### src/rtl/gpr_file_mp_pkg.sv
// Shared types and default sizes for the multi-read-port register file.
// Imported by the top level and the storage bank.
package gpr_file_mp_pkg;

   localparam int GPR_XLEN = 32;
   localparam int GPR_NREG = 32;
   localparam int GPR_AW   = 5;
   localparam int GPR_NRP  = 2;

   typedef enum logic {
      ST_CLEAR = 1'b0,
      ST_RUN   = 1'b1
   } gpr_state_e;

   function automatic logic addr_in_range(input int addr, input int nreg);
      return addr < nreg;
   endfunction

endpackage

### src/rtl/gpr_file_mp_bank.sv
// One register bank: NREG x XLEN array with one write port and one
// synchronous read-first read port.
module gpr_file_mp_bank #(
   parameter int XLEN = 32,
   parameter int NREG = 32,
   parameter int AW   = 5
) (
   input  logic            clk,
   input  logic            we,
   input  logic [AW-1:0]   waddr,
   input  logic [XLEN-1:0] wdata,
   input  logic [AW-1:0]   raddr,
   output logic [XLEN-1:0] rdata
);

   logic [XLEN-1:0] mem [NREG];
   logic [XLEN-1:0] rdata_reg;

   // Read and write share the edge; the read returns pre-write contents.
   always_ff @(posedge clk) begin
      if (we) begin
         mem[waddr] <= wdata;
      end
      rdata_reg <= mem[raddr];
   end

   assign rdata = rdata_reg;

endmodule

### src/rtl/gpr_file_mp.sv
// Multi-read-port GPR file: replicated banks, post-reset clear sequencer,
// write-first bypass and optional hard-wired zero register.
module gpr_file_mp
   import gpr_file_mp_pkg::*;
#(
   parameter int XLEN     = GPR_XLEN,
   parameter int NREG     = GPR_NREG,
   parameter int AW       = GPR_AW,
   parameter int NRP      = GPR_NRP,
   parameter int ZERO_REG = 1,
   parameter int BYPASS   = 1
) (
   input  logic                clk,
   input  logic                rst,
   input  logic                we,
   input  logic [AW-1:0]       rd,
   input  logic [XLEN-1:0]     di,
   input  logic [NRP*AW-1:0]   ra,
   output logic [NRP*XLEN-1:0] qa,
   output logic                ready
);

   gpr_state_e      state_reg, state_next;
   logic [AW:0]     clr_idx_reg, clr_idx_next;
   logic            clr_last;
   logic            clearing;
   logic            wr_ok;
   logic            bank_we;
   logic [AW-1:0]   bank_waddr;
   logic [XLEN-1:0] bank_wdata;
   logic [XLEN-1:0] di_reg;

   assign clr_last = (clr_idx_reg == (AW+1)'(NREG - 1));

   always_ff @(posedge clk) begin
      if (rst) begin
         state_reg   <= ST_CLEAR;
         clr_idx_reg <= '0;
      end else begin
         state_reg   <= state_next;
         clr_idx_reg <= clr_idx_next;
      end
   end

   always_comb begin
      state_next   = state_reg;
      clr_idx_next = clr_idx_reg;
      case (state_reg)
         ST_CLEAR: begin
            clr_idx_next = clr_idx_reg + 1'b1;
            if (clr_last) begin
               state_next = ST_RUN;
            end
         end
         ST_RUN:  state_next = ST_RUN;
         default: state_next = ST_CLEAR;
      endcase
   end

   always_comb begin
      ready    = (state_reg == ST_RUN);
      clearing = (state_reg == ST_CLEAR) && !rst;
   end

   // External writes only land in RUN, in range, and never on a hard-wired x0.
   assign wr_ok = ready && !rst && we && addr_in_range(32'(rd), NREG)
                  && !((ZERO_REG != 0) && (rd == '0));

   assign bank_we    = clearing || wr_ok;
   assign bank_waddr = clearing ? clr_idx_reg[AW-1:0] : rd;
   assign bank_wdata = clearing ? '0 : di;

   always_ff @(posedge clk) begin
      di_reg <= di;
   end

   generate
      for (genvar gi = 0; gi < NRP; gi++) begin : g_port
         logic [AW-1:0]   ra_p;
         logic [XLEN-1:0] bank_q;
         logic            force_zero_reg;
         logic            bypass_reg;

         assign ra_p = ra[gi*AW +: AW];

         gpr_file_mp_bank #(
            .XLEN (XLEN),
            .NREG (NREG),
            .AW   (AW)
         ) u_bank (
            .clk   (clk),
            .we    (bank_we),
            .waddr (bank_waddr),
            .wdata (bank_wdata),
            .raddr (ra_p),
            .rdata (bank_q)
         );

         // Zero forcing takes priority over bypass so x0 and clear always read 0.
         always_ff @(posedge clk) begin
            if (rst) begin
               force_zero_reg <= 1'b1;
               bypass_reg     <= 1'b0;
            end else begin
               force_zero_reg <= !ready || !addr_in_range(32'(ra_p), NREG)
                                 || ((ZERO_REG != 0) && (ra_p == '0));
               bypass_reg     <= (BYPASS != 0) && wr_ok && (rd == ra_p);
            end
         end

         assign qa[gi*XLEN +: XLEN] = force_zero_reg ? '0 :
                                      bypass_reg     ? di_reg : bank_q;
      end
   endgenerate

endmodule

### config.mk
export PLATFORM = sky130hd
export DESIGN_NAME = gpr_file_mp
export DESIGN_NICKNAME = d
export VERILOG_FILES = /design/src/rtl/gpr_file_mp_pkg.sv /design/src/rtl/gpr_file_mp_bank.sv /design/src/rtl/gpr_file_mp.sv
export SDC_FILE = /design/constraint.sdc
export NUM_CORES = 1
export LEC_CHECK = 0
export BUFFER_PORTS_ARGS = -buffer_cell sky130_fd_sc_hd__buf_4
export CORE_MARGIN = 5
export CORE_UTILIZATION = 33
export CTS_BUF_LIST = sky130_fd_sc_hd__clkbuf_4 sky130_fd_sc_hd__clkbuf_8
export DETAILED_ROUTE_END_ITERATION = 10
export SLEW_MARGIN = 20
export SYNTH_ARGS = -nofsm -noshare
export SYNTH_HDL_FRONTEND = slang
export SYNTH_HIERARCHICAL = 1
export SYNTH_SLANG_ARGS = --single-unit
### constraint.sdc
create_clock -name clk -period 4.65 [get_ports clk]
set_input_delay 0.2325 -clock clk [delete_from_list [all_inputs] [get_ports clk]]
set_output_delay 0.2325 -clock clk [all_outputs]
set_load 0.005 [all_outputs]
# Word-level counts from Yosys, hierarchy flattened

Memory sizes are Yosys's and may differ from the RTL's. A register that Yosys moved wholly into a read port is not among the register bits.
Cells that the tools add are included.

Logic and storage cells: 39
Output and inout port bits: 65
Memories kept: 2
Register bits after elaboration: 43
Bits in writable memories: 2048
Bits of input ports: 50

Memory list:

| memory               | depth | bits a word | read ports | clocked after memory_dff | wr ports | line                   | RTL |
|---|---|---|---|---|---|---|---|
| g_port[0].u_bank.mem | 32    | 32          | 1          | 1                        | 1        | gpr_file_mp_bank.sv:16 | `logic [XLEN-1:0] mem [NREG];` |
| g_port[1].u_bank.mem | 32    | 32          | 1          | 1                        | 1        | gpr_file_mp_bank.sv:16 |  |

Bitwise logic cells: 1
Equality and inequality tests: 3
Add/sub/neg operators: 1
Multiplexer cells: 10
Reductions and logical operators: 15

Operators with widths:

| cell                                          | number |
|---|---|
| two-way mux 32 bit                            | 5 |
| logical NOT 5 bit                             | 3 |
| == test 5 bit                                 | 2 |
| adder 6 x 1 -> 6 bit, second input constant   | 1 |
| == test 6 x 5 -> 1 bit, second input constant | 1 |
| logical AND 1 bit                             | 6 |
| two-way mux 5 bit                             | 1 |
| logical NOT 1 bit                             | 3 |
| logical OR 1 bit                              | 3 |
| two-way mux 1 bit                             | 3 |
| one-hot mux 1 bit (2 select lines)            | 1 |
| NOT 1 bit                                     | 1 |

# Longest topological paths before layout

Depth in word-level cells: 7
Gate-level depth with buffers: 8
Mapped depth without buffers: 5

# Cells and area by module

Netlist, hierarchy kept.

Modules (own cells, without submodules):

| module           | area each (µm²) | cells an instance | times used |
|---|---|---|---|
| gpr_file_mp_bank | 40485.1         | 2260              | 2 |
| gpr_file_mp      | 2428.6          | 272               | 1 |

# Worst setup path after synthesis

Ideal clock, no wire load.

Path kind: reg-to-reg
Start point: register state_reg (netlist: ready)
End point: memory g_port[0].u_bank.mem[28][0], enable pin
Arrival time: 3.096 ns
Setup time: 0.421 ns
Period minus slack after synthesis: 3.518 ns
Data required time: 4.229 ns
Path slack: 1.132 ns
Cell stages (with the launch flop): 7
Cells stage by stage: dfxtp_1 -> buf_4 -> nor2_4 -> mux2_2 -> or3b_2 -> clkbuf_1 -> nor2_1

Elaborated cells on any way between the ends: 9
Classes of those cells: mux: 3; bitwise: 1; reduce/logical: 5

RTL lines:

| what                    | line                   | RTL |
|---|---|---|
| from (decl)             | gpr_file_mp.sv:23      | `gpr_state_e state_reg, state_next;` |
| from (signal assigned)  | gpr_file_mp.sv:40      | `state_reg <= state_next;` |
| NOT 1 bit               | gpr_file_mp.sv:62      | `clearing = (state_reg == ST_CLEAR) && !rst;` |
| logical AND 1 bit       | gpr_file_mp.sv:62      |  |
| two-way mux 5 bit       | gpr_file_mp.sv:70      | `assign bank_waddr = clearing ? clr_idx_reg[AW-1:0] : rd;` |
| named net bank_waddr[1] | gpr_file_mp.sv:29      | `logic [AW-1:0] bank_waddr;` |
| to (decl)               | gpr_file_mp_bank.sv:16 |  |

The timed path passes the listed nets, and every way through them passes these cells.

# Worst setup path after layout

Start point: register state_reg (netlist: ready)
End point: memory g_port[1].u_bank.mem[13][0], enable pin

Elaborated cells on any way between the ends: 9
Classes of those cells: mux: 3; bitwise: 1; reduce/logical: 5

RTL lines:

| what                    | line |
|---|---|
| NOT 1 bit               | gpr_file_mp.sv:62 |
| logical AND 1 bit       | gpr_file_mp.sv:62 |
| two-way mux 5 bit       | gpr_file_mp.sv:70 |
| named net bank_waddr[1] | gpr_file_mp.sv:29 |
| to (decl)               | gpr_file_mp_bank.sv:16 |

The timed path passes the listed nets, and every way through them passes these cells.

==> summary.md <==
| Metric | Value |
|---|---|
| CP dominant cell by count | nor2_4 |
| Worst skew pair latency | 1.03 ns |
| Largest family of logic cells by synthesized area | multiplexers |
| Post-synthesis cell count | 4,792 |
| Outcome | completed |
| Hold Vio Cnt, Final | 0 |
| Post-synth top area cell | edfxtp_1 |
| CP peak stage delay | 1.01 ns |
| CTS tree | yes |
| Post-synthesis instance area | 0.08340 mm2 |
| Power density cells | 415.3 mW/mm2 |
| Setup CP Type | reg -> reg |
| Die W | 512.7 um |
| Buffers on Ports | 114 |
| DP Worst Slack | 0.8323 ns |
| Sequential share of power | 54.1% |
| Max Transition Viols Final | 0 |
| RSZ-0062 raised after global routing | false |
| CTS Buf Count | 350 |
| Comb pwr share | 5.7% |
| Slowest stage cell, crit path | nor2_4 |
| Crit. End Element | register |
| Register area share after synthesis | 76.31% |
| Area delta synth->final | 15.99% |
| Predominant post-synthesis flop cell | edfxtp_1 |
| Leak Pwr | 0.03388 uW |
| Via density | 5.076 |
| Clock share of power | 40.2% |
| Final Net Count | 5,278 |
| Area contributors post-synth | edfxtp_1 (74%), mux2i_1 (13%), dfxtp_1 (2.6%) |
| Yosys warns | 6 |
| Remaining Overflow, GRT | 0 |
| CP required | 5.37 ns |
| Setup TNS | 0 ns |
| Final setup vio count | 0 |
| IO Pins | 115 |
| Post-synth EDFFs | 2,048 |
| Crit path arrival time | 4.60 ns |
| Setup Buffers After CTS | 0 |
| RePlAce Congestion | 0.8237 |
| Vias in the first global route | 44,910 |
| Commonest non-fill, non-tap cell in the layout | edfxtp_1 |
| Xor-xnor portion of the synthesized cell area | 0.1470% |
| Delay-heaviest family, CP | simple AND/OR/NAND/NOR gates |
| Post-synthesis adder-cell area fraction | 0.01500% |
| Pin count of the biggest net entering global routing | 106 |
| Via count | 44,880 |
| First-pass GRT wire length | 317.2 mm |
| Critical path, cell by cell | nor2_4 > mux2_2 > nand3b_1 > nor2_4 > buf_4 |
| Drt first pass iters | 8 |
| Max FO, Critical Path | 23 |
| Switching Share | 22.43% |
| CTS clk-pin slew, worst paths | 0.06 ns |
| Internal power | 31,160 uW |
| Async S/R FF share, synth | 0% |
| Final Cycle Share | 83.31% |
| Die Height | 512.7 um |
| Layout cells sized above 1 | 17.44% |
| Initial Util | 33.17% |
| Yosys reg bits | 2,155 |
| Max FFs per register | 2,048 |
| Rows | 184 |
| Worst setup SP type | register |
| Max capacitance violation total | 0 |
| # H-tree levels | 5 |
| GRT Overall Usage | 16.25% |
| Setup ws final | 0.7761 ns |
| Hold Path Class | in -> reg |
| Synth cell types | 39 |
| Hpwl dp | 129.4 mm |
| Final ANT Viol Nets | 0 |
| Mux contribution to synthesized area | 13.14% |
| VDD IR max | 282.1 uV |
| Cts repair resizes | 0 |
| CTS Buffer Depth | 4 |
| Slew @ Worst Pin | 1.091 ns |
| Synth Area in Simple Gates | 3.716% |
| Tmin final | 3.874 ns |
| Avg Inst Size Synth | 17.40 um2 |
| Core box area | 0.2514 mm2 |
| Post-route DRC | 0 |
| Commonest non-fill, non-tap cells in the layout | edfxtp_1 (2,048), mux2i_1 (1,089), clkbuf_8 (386), buf_4 (259), nand3_1 (198) |
| DRC violation total after the first TritonRoute iteration | 4,328 |
| Sink Count | 2,155 |
| Die Area | 0.2629 mm2 |
| Root buffer cell | clkbuf_8 |
| Peak Freq | 0.2581 GHz |
| Wirelength per Cell | 24.96 um |
| Syn Nets | 4,843 |
| # hold bufs at CTS | 78 |
| Crit path buffers/inverters | 1 |
| Top cell type's share of synthesized area | 73.74% |
| Worst Skew | 0.05312 ns |
| Psw | 9009 uW |
| Synth Area in Compound Gates | 4.762% |
| Worst slew margin | 27.08% |
| Final wirelength | 220.7 mm |
| Initial antenna violation count | 17 |
[synthesized netlist by cell type, types with 3 or more instances]
master	number
dfxtp_1	107
a31oi_1	64
xnor2_1	7
clkbuf_1	101
buf_6	30
buf_2	60
a21oi_1	195
nand2b_1	4
o21ai_0	3
nand2_1	197
or3_1	3
a22o_1	128
and2b_1	3
nor2b_1	35
a22oi_1	192
nor2_1	138
xor2_1	7
clkbuf_4	4
buf_1	10
nand3_1	198
or3b_2	6
buf_4	68
nor3_1	64
nand3b_1	10
edfxtp_1	2048
mux2i_1	1089
mux2_2	5
[metal layers]
metal	up-vias	wire (um)	global-route usage [%]
met1	23160	90140	20.92
met5	-	0	0
met4	0	7655	6.216
li1	19800	-	-
met3	379	11970	2.465
met2	1553	110900	27.76
[layout make-up]
class                   count  area [um2]
fillers                 22930      154700
flip-flops and latches   2155       63650
multi-input cells        2364       18930
clock buffers             504        6198
well taps                3348        4189
repair buffers            356        3095
clock inverters           108       651.9
diodes                      8       20.02
[final timing paths]
kind                                           end  cells after the start  slack [ns]                         from
max          g_port[1].u_bank/mem[13][0]$_DFFE_PP_                      5        0.78             ready$_SDFF_PP0_
min                g_port[0].bypass_reg$_SDFF_PP0_                      5        0.12                        rd[2]
max reg2reg  g_port[1].u_bank/mem[13][0]$_DFFE_PP_                      5        0.78             ready$_SDFF_PP0_
min reg2reg            clr_idx_reg[5]$_SDFFE_PP0N_                      2        0.52  clr_idx_reg[5]$_SDFFE_PP0N_
[cell families after synthesis]
kind of cell,count (synthesis)
AO/OA/AOI/OAI,584
XOR/XNOR,14
adder cells (fa/ha/maj),1
buffers and inverters,273
flip-flops,2155
multiplexers,1094
AND/OR/NAND/NOR,671
[power by group through the flow]
| stage | clock (uW) | sequential, uW | combinational, uW |
|---|---|---|---|
| final | 16100 | 21700 | 2300 |
| after global routing | 17400 | 21700 | 2420 |
| after floorplan | 0 | 22000 | 1320 |
| after global placement | 0 | 22100 | 2230 |
| after CTS | 16500 | 21700 | 2310 |
| after detailed placement | 0 | 22100 | 2250 |
[worst reg2reg max path: stages (launching register included)]
cell	delay, ns
dfxtp_1	0.43
nor2_4	0.78
mux2_2	0.52
nand3b_1	0.50
nor2_4	1.01
buf_4	0.32
[metrics by stage]
stage / hold slack (ns) / area, um2 / total power, uW / cells / utilization (%)
after floorplan: 0.2602 / 83400 / 23330 / 4792 / -
after global placement: 0.3498 / 89060 / 24360 / 8144 / 35.43
after detailed placement: 0.3487 / 89060 / 24390 / 8144 / 35.43
after CTS: 0.02671 / 96690 / 40510 / 8834 / 38.46
after global routing: 0.08299 / 96720 / 41530 / 8838 / 38.47
final: 0.1165 / 96730 / 40170 / 8843 / 38.48
(Power assumes the default switching activity.)
